File: src/rtl/bin_to_bcd_pkg.sv
// Shared types and helpers for the sequential binary-to-BCD converter.
// Provides the digit type, FSM state encoding, MAX_DEC helper and the BCD nine constant.
package bin_to_bcd_pkg;

  typedef logic [3:0] bcd_digit_t;

  typedef enum logic [1:0] {
    IDLE,
    SHIFT,
    DONE
  } bcd_state_e;

  localparam bcd_digit_t BCD_NINE = 4'd9;

  function automatic longint unsigned max_dec(input int digits);
    longint unsigned r;
    r = 1;
    for (int i = 0; i < digits; i++) r = r * 10;
    return r - 1;
  endfunction

endpackage

File: src/rtl/bin_to_bcd_seq_adj.sv
// Double-dabble digit correction: adds 3 to a BCD digit that is 5 or more.
// Ports: d = scratch digit before the shift, q = corrected digit.
module bcd_digit_adj
  import bin_to_bcd_pkg::*;
(
  input  bcd_digit_t d,
  output bcd_digit_t q
);

  assign q = (d >= 4'd5) ? bcd_digit_t'(d + 4'd3) : d;

endmodule

File: src/rtl/bin_to_bcd_seq.sv
// Iterative binary-to-BCD converter, one operand bit per clock, with handshake.
// Ports: clk, reset_n (async low), in_valid/in_ready/bin_in in, out_valid/bcd_out/overflow out.
// Build option: define BIN_TO_BCD_SATURATE_EN to clamp overflowed results to all nines.
module bin_to_bcd_seq
  import bin_to_bcd_pkg::*;
#(
  parameter int BIN_W  = 8,
  parameter int DIGITS = 3
) (
  input  logic                  clk,
  input  logic                  reset_n,
  input  logic                  in_valid,
  output logic                  in_ready,
  input  logic [BIN_W-1:0]      bin_in,
  output logic                  out_valid,
  output logic [4*DIGITS-1:0]   bcd_out,
  output logic                  overflow
);

  localparam int SW    = 4 * DIGITS;
  localparam int CNT_W = $clog2(BIN_W + 1);

  localparam longint unsigned MAX_DEC = max_dec(DIGITS);
  // Overflow only exists when the input range exceeds MAX_DEC.
  localparam bit OVF_EN =
    (BIN_W >= 63) || (((64'd1 << BIN_W) - 64'd1) > MAX_DEC);
  localparam logic [BIN_W:0] MAX_CMP =
    OVF_EN ? (BIN_W+1)'(MAX_DEC) : {(BIN_W+1){1'b1}};
  localparam logic [CNT_W-1:0] CNT_LAST = CNT_W'(BIN_W - 1);

  bcd_state_e       state_q;
  bcd_state_e       state_d;
  logic [CNT_W-1:0] cnt_q;
  logic [BIN_W-1:0] sh_q;
  logic [SW-1:0]    scr_q;
  logic [SW-1:0]    scr_adj;
  logic [SW-1:0]    done_bcd;
  logic             ovf_q;
  logic             accept;
  logic             last;

  assign in_ready = (state_q == IDLE);
  assign accept   = in_valid & in_ready;
  assign last     = (cnt_q == CNT_LAST);

  for (genvar g = 0; g < DIGITS; g++) begin : g_adj
    bcd_digit_adj u_adj (
      .d (scr_q[4*g +: 4]),
      .q (scr_adj[4*g +: 4])
    );
  end

`ifdef BIN_TO_BCD_SATURATE_EN
  assign done_bcd = ovf_q ? {DIGITS{BCD_NINE}} : scr_q;
`else
  assign done_bcd = scr_q;
`endif

  always_ff @(posedge clk or negedge reset_n) begin
    if (!reset_n) state_q <= IDLE;
    else          state_q <= state_d;
  end

  always_comb begin
    state_d = state_q;
    unique case (state_q)
      IDLE:    if (accept) state_d = SHIFT;
      SHIFT:   if (last)   state_d = DONE;
      DONE:    state_d = IDLE;
      default: state_d = IDLE;
    endcase
  end

  always_ff @(posedge clk or negedge reset_n) begin
    if (!reset_n) begin
      cnt_q     <= '0;
      sh_q      <= '0;
      scr_q     <= '0;
      ovf_q     <= 1'b0;
      out_valid <= 1'b0;
      bcd_out   <= '0;
      overflow  <= 1'b0;
    end else begin
      out_valid <= 1'b0;
      unique case (state_q)
        IDLE: begin
          if (accept) begin
            sh_q  <= bin_in;
            scr_q <= '0;
            cnt_q <= '0;
            ovf_q <= OVF_EN && ({1'b0, bin_in} > MAX_CMP);
          end
        end
        SHIFT: begin
          // Top-digit carry falls off: result wraps mod 10**DIGITS.
          scr_q <= SW'({scr_adj, sh_q[BIN_W-1]});
          sh_q  <= sh_q << 1;
          cnt_q <= cnt_q + 1'b1;
        end
        DONE: begin
          out_valid <= 1'b1;
          bcd_out   <= done_bcd;
          overflow  <= ovf_q;
        end
        default: ;
      endcase
    end
  end

endmodule

File: config.mk
export PLATFORM = sky130hd
export DESIGN_NAME = bin_to_bcd_seq
export DESIGN_NICKNAME = d
export VERILOG_FILES = /design/src/rtl/bin_to_bcd_pkg.sv /design/src/rtl/bin_to_bcd_seq_adj.sv /design/src/rtl/bin_to_bcd_seq.sv
export SDC_FILE = /design/constraint.sdc
export NUM_CORES = 1
export LEC_CHECK = 0
export CORE_MARGIN = 5
export CORE_UTILIZATION = 30
export DETAILED_ROUTE_END_ITERATION = 8
export PLACE_DENSITY = 0.5
export SLEW_MARGIN = 30
export SYNTH_ARGS = -nofsm -noshare
export SYNTH_HDL_FRONTEND = slang
export SYNTH_HIERARCHICAL = 1
export SYNTH_SLANG_ARGS = --single-unit
File: constraint.sdc
create_clock -name clk -period 2.2 [get_ports clk]
set_clock_uncertainty 0.15 [all_clocks]
set_input_delay 0.66 -clock clk [delete_from_list [all_inputs] [get_ports clk]]
set_output_delay 0.66 -clock clk [all_outputs]
set_load 0.02 [all_outputs]
* Word-level counts from Yosys, hierarchy flattened
Index checks and enable logic that the tools add are counted.
** Word-level totals
- Flip-flop bits (word level) :: 39
- Input bits :: 11
- Output and inout bits :: 15
- Word-level logic and storage cells :: 36
** Cells by class
- Muxes and demuxes :: 13
- Equality and inequality tests :: 5
- Reductions and logical operators :: 4
- $lt $le $gt $ge :: 3
- Bitwise operators :: 1
- Add/subtract/negate cells :: 4
** Operators by type and width (number)
- $pmux W12 S2 :: 1
- $pmux W8 S2 :: 1
- $ge A4 B3 Y1 const B :: 3
- $mux W12 :: 1
- $mux W4 :: 3
- $add A4 B2 Y4 const B :: 2
- $mux W8 :: 1
- $pmux W4 S2 :: 1
- $add A4 B1 Y4 const B :: 1
- $eq A4 B3 Y1 const B :: 1
- $mux W2 :: 2
- $pmux W2 S2 :: 1
- $reduce_and A2 Y1 :: 2
- $add A3 B2 Y3 const B :: 1
- $mux W3 :: 1
- $eq A2 B1 Y1 const B :: 1
- $eq A2 B2 Y1 const B :: 1
- $logic_not A2 Y1 :: 1
- $ne A2 B1 Y1 const B :: 1
- $ne A2 B2 Y1 const B :: 1
- $reduce_bool A2 Y1 :: 1
- $and A1 B1 Y1 :: 1
- $mux W1 :: 1

* Depth between registers and ports, before layout
Gate-level depths: netlist (run 1).
- Word-level depth :: 4
- Mapped depth :: 6
- Depth with buffers taken out :: 6

* By module
The synthesis (run 1) kept the hierarchy.
** Modules (own cells, without submodules)
- bin_to_bcd_seq :: area an instance 1652.8 µm², instances 1, cells an instance 125, seq. area each 975.9 µm²
- bcd_digit_adj :: area an instance 101.3 µm², instances 3, cells an instance 16, seq. area each 0.0 µm²

* Worst setup path after synthesis (run 1)
Ideal clock, no wire load.
- Kind :: register to output
- Start point :: register state_q[0]
- End point :: output port in_ready
- Buffers on the path :: 1
- Cell stages (with the launch flop) :: 3
- Arrival :: 0.904 ns
- Path slack :: 0.486 ns
- Data required time :: 1.390 ns
- Path through :: dfrtp_1 -> buf_4 -> nor2_1
** Between the ends
- Word-level cells in the longest chain between the ends :: 1
** RTL lines
- from (decl) :: RTL line bin_to_bcd_seq.sv:31 : bcd_state_e state_q;
- from (signal assigned) :: RTL line bin_to_bcd_seq.sv:61 : else state_q <= state_d;
- $logic_not A2 Y1 :: RTL line bin_to_bcd_seq.sv:42 : assign in_ready = (state_q == IDLE);
- to (decl) :: RTL line bin_to_bcd_seq.sv:13 : output logic in_ready,
No other way between the ends.

* Final worst setup path (run 1)
- Start point :: register bcd_out[4]
- End point :: output port bcd_out[4]
** RTL lines
- from (decl) :: RTL line bin_to_bcd_seq.sv:16 : output logic [4*DIGITS-1:0] bcd_out,
- from (signal assigned) :: RTL line bin_to_bcd_seq.sv:102 : bcd_out <= done_bcd;
No word-level cell between the ends.

==> results of run 1 <==
[layer usage]
layer  wire (µm)  global-route usage [%]  part of all wire [%]  vias to the layer above
met1        1795                   13.00                    51                      612
met5           0                       0                     0                        -
met4          38                   3.350                   1.1                        0
met2        1487                   13.48                    42                       30
met3         190                   2.833                   5.4                        5
li1            -                       -                     -                      657
[final cells by class]
class	instances	area (µm²)	share of cell area (%)
Timing Repair Buffer	32	294.0	12.28
Sequential cell	39	975.9	40.77
Clock inverter	2	60.06	2.509
Inverter	8	30.03	1.255
Multi-Input combinational cell	114	864.6	36.12
Tap cell	77	96.34	4.025
Clock buffer	6	72.57	3.032
[sequential cells by signal (all words and copies together) (netlist names)]
signal,count
bcd_out,12
done_bcd,12
sh_q,8
cnt_q,4
state_q,2
out_valid,1
[cell usage in the layout (no fill, tap or decap), types with 3 or more instances in the layout]
cell and instances:
a21oi_1 7, a21oi_2 3, a22o_1 13, a22oi_1 7
buf_4 8, clkbuf_8 5, clkdlybuf4s50_1 22, dfrtp_1 39
ha_1 7, inv_1 7, mux2_2 3, mux2_4 9
mux2i_1 3, nand2_1 15, nand2b_1 6, nor2_1 5
nor2b_1 6, o21ai_0 10, o21ai_1 4, xnor2_1 3
[power by group through the flow]
stage                     clock, mW  sequential, mW  combinational, mW
after floorplan                   0            1.28              0.916
final                         0.705            1.22               1.34
after CTS                     0.730            1.22               1.36
after global routing          0.757            1.27               1.51
after global placement            0            1.24               1.34
after detailed placement          0            1.24               1.36
[worst register-to-register path, cell delays in order (launching register included)]
cell and delay, ns:
dfrtp_1 0.34, buf_4 0.20, nor2b_2 0.47, buf_4 0.27, nand2_1 0.07, o21ai_1 0.11
[worst max-delay path by stage]
stage          slack, ns    endpoint  startpoint  depth (start not counted)
2_1_floorplan       0.49    in_ready  state_q[0]                          2
3_3_place_gp        0.11     sh_q[6]    in_valid                          4
3_5_place_dp        0.07     sh_q[1]    in_valid                          4
4_1_cts             0.10  bcd_out[2]  bcd_out[2]                          1
5_1_grt             0.08  bcd_out[8]  bcd_out[8]                          1
6_report            0.13  bcd_out[4]  bcd_out[4]                          1
[through the flow]
step | cell area, µm² | utilization (%) | total power [mW]
finish | 2394 | 37.91 | 3.261
global route | 2394 | 37.91 | 3.543
CTS | 2394 | 37.91 | 3.314
detailed placement | 2262 | 35.83 | 2.598
global placement | 2262 | 35.83 | 2.581
floorplan | 1937 | - | 2.199
==> impl_metrics.env, run 1 <==
export IMPL_whs_ns=0.2681
export IMPL_core_um2=6314
export IMPL_drive_gt1_share_pct=17.41
export IMPL_cpMaxStageDelayCell="clkdlybuf4s50_1"
export IMPL_die_y_um=90.35
export IMPL_numCtsBuffers=5
export IMPL_end_kind="output pin"
export IMPL_critPathBufInv=1
export IMPL_diodes=0
export IMPL_syn_to_final_growth_pct=23.58
export IMPL_maxSlewViolCount=0
export IMPL_yosys_warnings=6
export IMPL_fp_dieW_um=90.35
export IMPL_hold_viol_final=0
export IMPL_maxCapViolations=0
export IMPL_io_pins=26
export IMPL_pwr_share_seq_pct=37.4
export IMPL_die_area_um2=8163
export IMPL_p_clk_share_pct=21.6
export IMPL_finalCritPeriodShare_pct=94.07
export IMPL_grt_pass1_vias=1260
export IMPL_fmax_mhz=483.2
export IMPL_outcome="finished clean"
export IMPL_place_hpwl_um=2461
export IMPL_cts_root_buf="clkbuf_8"
export IMPL_dp_slack_ns=0.06859
export IMPL_clk_pin_slew_ns=0.08
export IMPL_critical_path_class="reg2out"
export IMPL_power_switching_mw=1.105
export IMPL_synth_area_um2=1937
export IMPL_cts_setup_buffers=0
export IMPL_cp_start_kind="flip-flop"
export IMPL_vias_per_cell=4.691
export IMPL_grt_ovfl_total=0
export IMPL_track_usage_pct=9.293
export IMPL_place_gp_congestion=0.7806
export IMPL_routed_wl_um=3512
export IMPL_slew_headroom_pct=66.64
export IMPL_numClockSinks=39
export IMPL_rr_worst_depth=5
export IMPL_row_count=29
export IMPL_internal_power_mw=2.156
export IMPL_power_density_nw_per_um2=1362
export IMPL_r2r_start="state_q[0]"
export IMPL_initial_utilization_pct=30.68
export IMPL_rsz0062_at_grt="no"
export IMPL_final_cells=278
export IMPL_ir_worst_vdd_mv=0.5043
export IMPL_setup_ws_ns=0.1304
export IMPL_leakage_nw=1.153
export IMPL_hp_class="in2async"
export IMPL_tns_ns=0
export IMPL_clockBufferDepth=2
export IMPL_tritoncts="yes"
export IMPL_final_nets=218
export IMPL_firstDrtPassIters=4
export IMPL_cp_max_fo=2
export IMPL_final_setup_viol_count=0
export IMPL_antenna_found_initial=0
export IMPL_n_fill_cell=628
export IMPL_cts_resized=1
export IMPL_wl_per_cell_um=12.63
export IMPL_grt_pass1_wl_um=6210
export IMPL_r2r_end="cnt_q[2]"
export IMPL_vias=1304
export IMPL_cp_slowest_stage_delay_ns=0.60
export IMPL_critical_path_top_delay_family="buffers and inverters"
export IMPL_cp_arrival_ns=1.26
export IMPL_drc=0
export IMPL_switching_share_pct=33.90
export IMPL_antenna_left=0
export IMPL_drt_iter0_markers=65
export IMPL_hold_buffers=0
export IMPL_syn_inst=169
export IMPL_htree_levels=2
export IMPL_worst_pin_slew_ns=0.5003
export IMPL_grt_max_degree=40
export IMPL_dp_cells=270
export IMPL_required_ns=1.39
export IMPL_syn_nets=187
export IMPL_combinationalPowerShare_pct=40.9
export IMPL_clk_latency_ns=0.29
export IMPL_r2r_slack_ns=0.52
export IMPL_finalWorstPathRequiredPeriod_ns=2.070
export IMPL_syn_avg_cell_area_um2=11.46
export IMPL_io_buffers=24
export IMPL_cp_cell_sequence="clkdlybuf4s50_1"
Power figures use the tool's default switching activity.
==> run 2: changes to the inputs <==
CORE_UTILIZATION = 55   (was 30)
PLACE_DENSITY = 0.8   (was 0.5)
clock period = 2.4 ns   (was 2.2 ns; I/O delays follow)
==> impl_metrics.env, run 2 (synthesis results as in run 1) <==
export IMPL_numClockSinks=39
export IMPL_cp_arrival_ns=1.35
export IMPL_hold_buffers=0
export IMPL_setup_ws_ns=0.1755
export IMPL_cp_slowest_stage_delay_ns=0.62
export IMPL_r2r_end="done_bcd[2]"
export IMPL_ir_worst_vdd_mv=0.7179
export IMPL_cp_start_kind="flip-flop"
export IMPL_die_y_um=69.34
export IMPL_critical_path_top_delay_family="buffers and inverters"
export IMPL_vias=1339
export IMPL_drive_gt1_share_pct=17.09
export IMPL_critPathBufInv=1
export IMPL_grt_pass1_wl_um=6292
export IMPL_leakage_nw=1.127
export IMPL_row_count=21
export IMPL_fmax_mhz=449.5
export IMPL_initial_utilization_pct=57.59
export IMPL_antenna_found_initial=0
export IMPL_io_buffers=24
export IMPL_end_kind="output pin"
export IMPL_maxCapViolations=0
export IMPL_tns_ns=0
export IMPL_critical_path_class="reg2out"
export IMPL_syn_to_final_growth_pct=17.51
export IMPL_finalCritPeriodShare_pct=92.69
export IMPL_hold_viol_final=0
export IMPL_grt_ovfl_total=0
export IMPL_diodes=0
export IMPL_routed_wl_um=3604
export IMPL_place_hpwl_um=2585
export IMPL_cts_setup_buffers=0
export IMPL_p_total_mw=2.712
export IMPL_finalWorstPathRequiredPeriod_ns=2.225
export IMPL_r2r_start="done_bcd[0]"
export IMPL_r2r_slack_ns=0.73
export IMPL_fp_dieW_um=69.34
export IMPL_cts_resized=0
export IMPL_cts_root_buf="clkbuf_4"
export IMPL_drc=0
export IMPL_rr_worst_depth=6
export IMPL_layout_common_cells="dfrtp_1, clkdlybuf4s50_1, nand2_1"
export IMPL_track_usage_pct=15.93
export IMPL_power_density_nw_per_um2=1192
export IMPL_htree_levels=2
export IMPL_clk_latency_ns=0.34
export IMPL_cpMaxStageDelayCell="clkdlybuf4s50_1"
export IMPL_core_um2=3363
export IMPL_dp_slack_ns=0.3064
export IMPL_vias_per_cell=5.465
export IMPL_numCtsBuffers=5
export IMPL_required_ns=1.53
export IMPL_clk_pin_slew_ns=0.12
export IMPL_cp_cell_sequence="clkdlybuf4s50_1"
export IMPL_final_nets=216
export IMPL_clockBufferDepth=2
export IMPL_place_gp_congestion=0.7872
export IMPL_rsz0062_at_grt="no"
export IMPL_cp_max_fo=2
export IMPL_antenna_left=0
export IMPL_io_pins=26
export IMPL_layout_commonest_cell="dfrtp_1"
export IMPL_drt_iter0_markers=95
export IMPL_grt_pass1_vias=1379
export IMPL_wl_per_cell_um=14.71
export IMPL_final_setup_viol_count=0
export IMPL_tritoncts="yes"
export IMPL_grt_max_degree=40
export IMPL_die_area_um2=4808
export IMPL_firstDrtPassIters=4
export IMPL_outcome="finished clean"
export IMPL_hp_class="in2async"
export IMPL_maxSlewViolCount=0
-- run 2: changes by cell type in the layout (fill, tap and decap cells not counted), sizes merged --
cell and change:
bufinv -2, clkbuf -1, dlymetal6s2s +1, buf -2
clkinv +3, dlygate4sd2 -1
-- run 2: report_power, final --
group	total, mW	internal (mW)	switching [mW]
registers	1.13	0.899	0.229
clock network	0.321	0.109	0.212
logic	1.26	0.663	0.599
-- run 2: layout make-up --
class,count,area [µm²]
Clock buffer,5,37.54
Clock inverter,3,15.01
Fill cell,266,1087
Inverter,8,30.03
Multi-Input combinational cell,114,864.6
Sequential cell,39,975.9
Tap cell,46,57.56
Timing Repair Buffer,30,295.3
-- run 2: per-layer routing --
metal | up-vias | routed length (µm) | track usage, %
li1 | 648 | - | -
met1 | 654 | 1553 | 19.65
met2 | 31 | 1849 | 25.95
met3 | 6 | 158 | 6.087
met4 | 0 | 43 | 4.555
met5 | - | 0 | 0
-- run 2: how the worst max path moves through the flow --
stage / endpoint / startpoint / depth (start not counted) / slack (ns)
2_1_floorplan: in_ready / state_q[0] / 2 / 0.63
3_3_place_gp: done_bcd[5] / in_valid / 4 / 0.33
3_5_place_dp: done_bcd[5] / in_valid / 4 / 0.31
4_1_cts: in_ready / state_q[0] / 2 / 0.07
5_1_grt: bcd_out[2] / bcd_out[2] / 1 / 0.11
6_report: bcd_out[0] / bcd_out[0] / 1 / 0.18
-- run 2: through the flow --
| stage | hold WS [ns] | std cells | util (%) | instance area (µm²) |
|---|---|---|---|---|
| after floorplan | 0.2744 | 169 | - | 1937 |
| after global placement | 0.3120 | 237 | 66.03 | 2221 |
| after detailed placement | 0.3255 | 237 | 66.03 | 2221 |
| after CTS | 0.2736 | 245 | 67.60 | 2273 |
| after global routing | 0.2846 | 245 | 67.67 | 2276 |
| final | 0.2515 | 245 | 67.67 | 2276 |
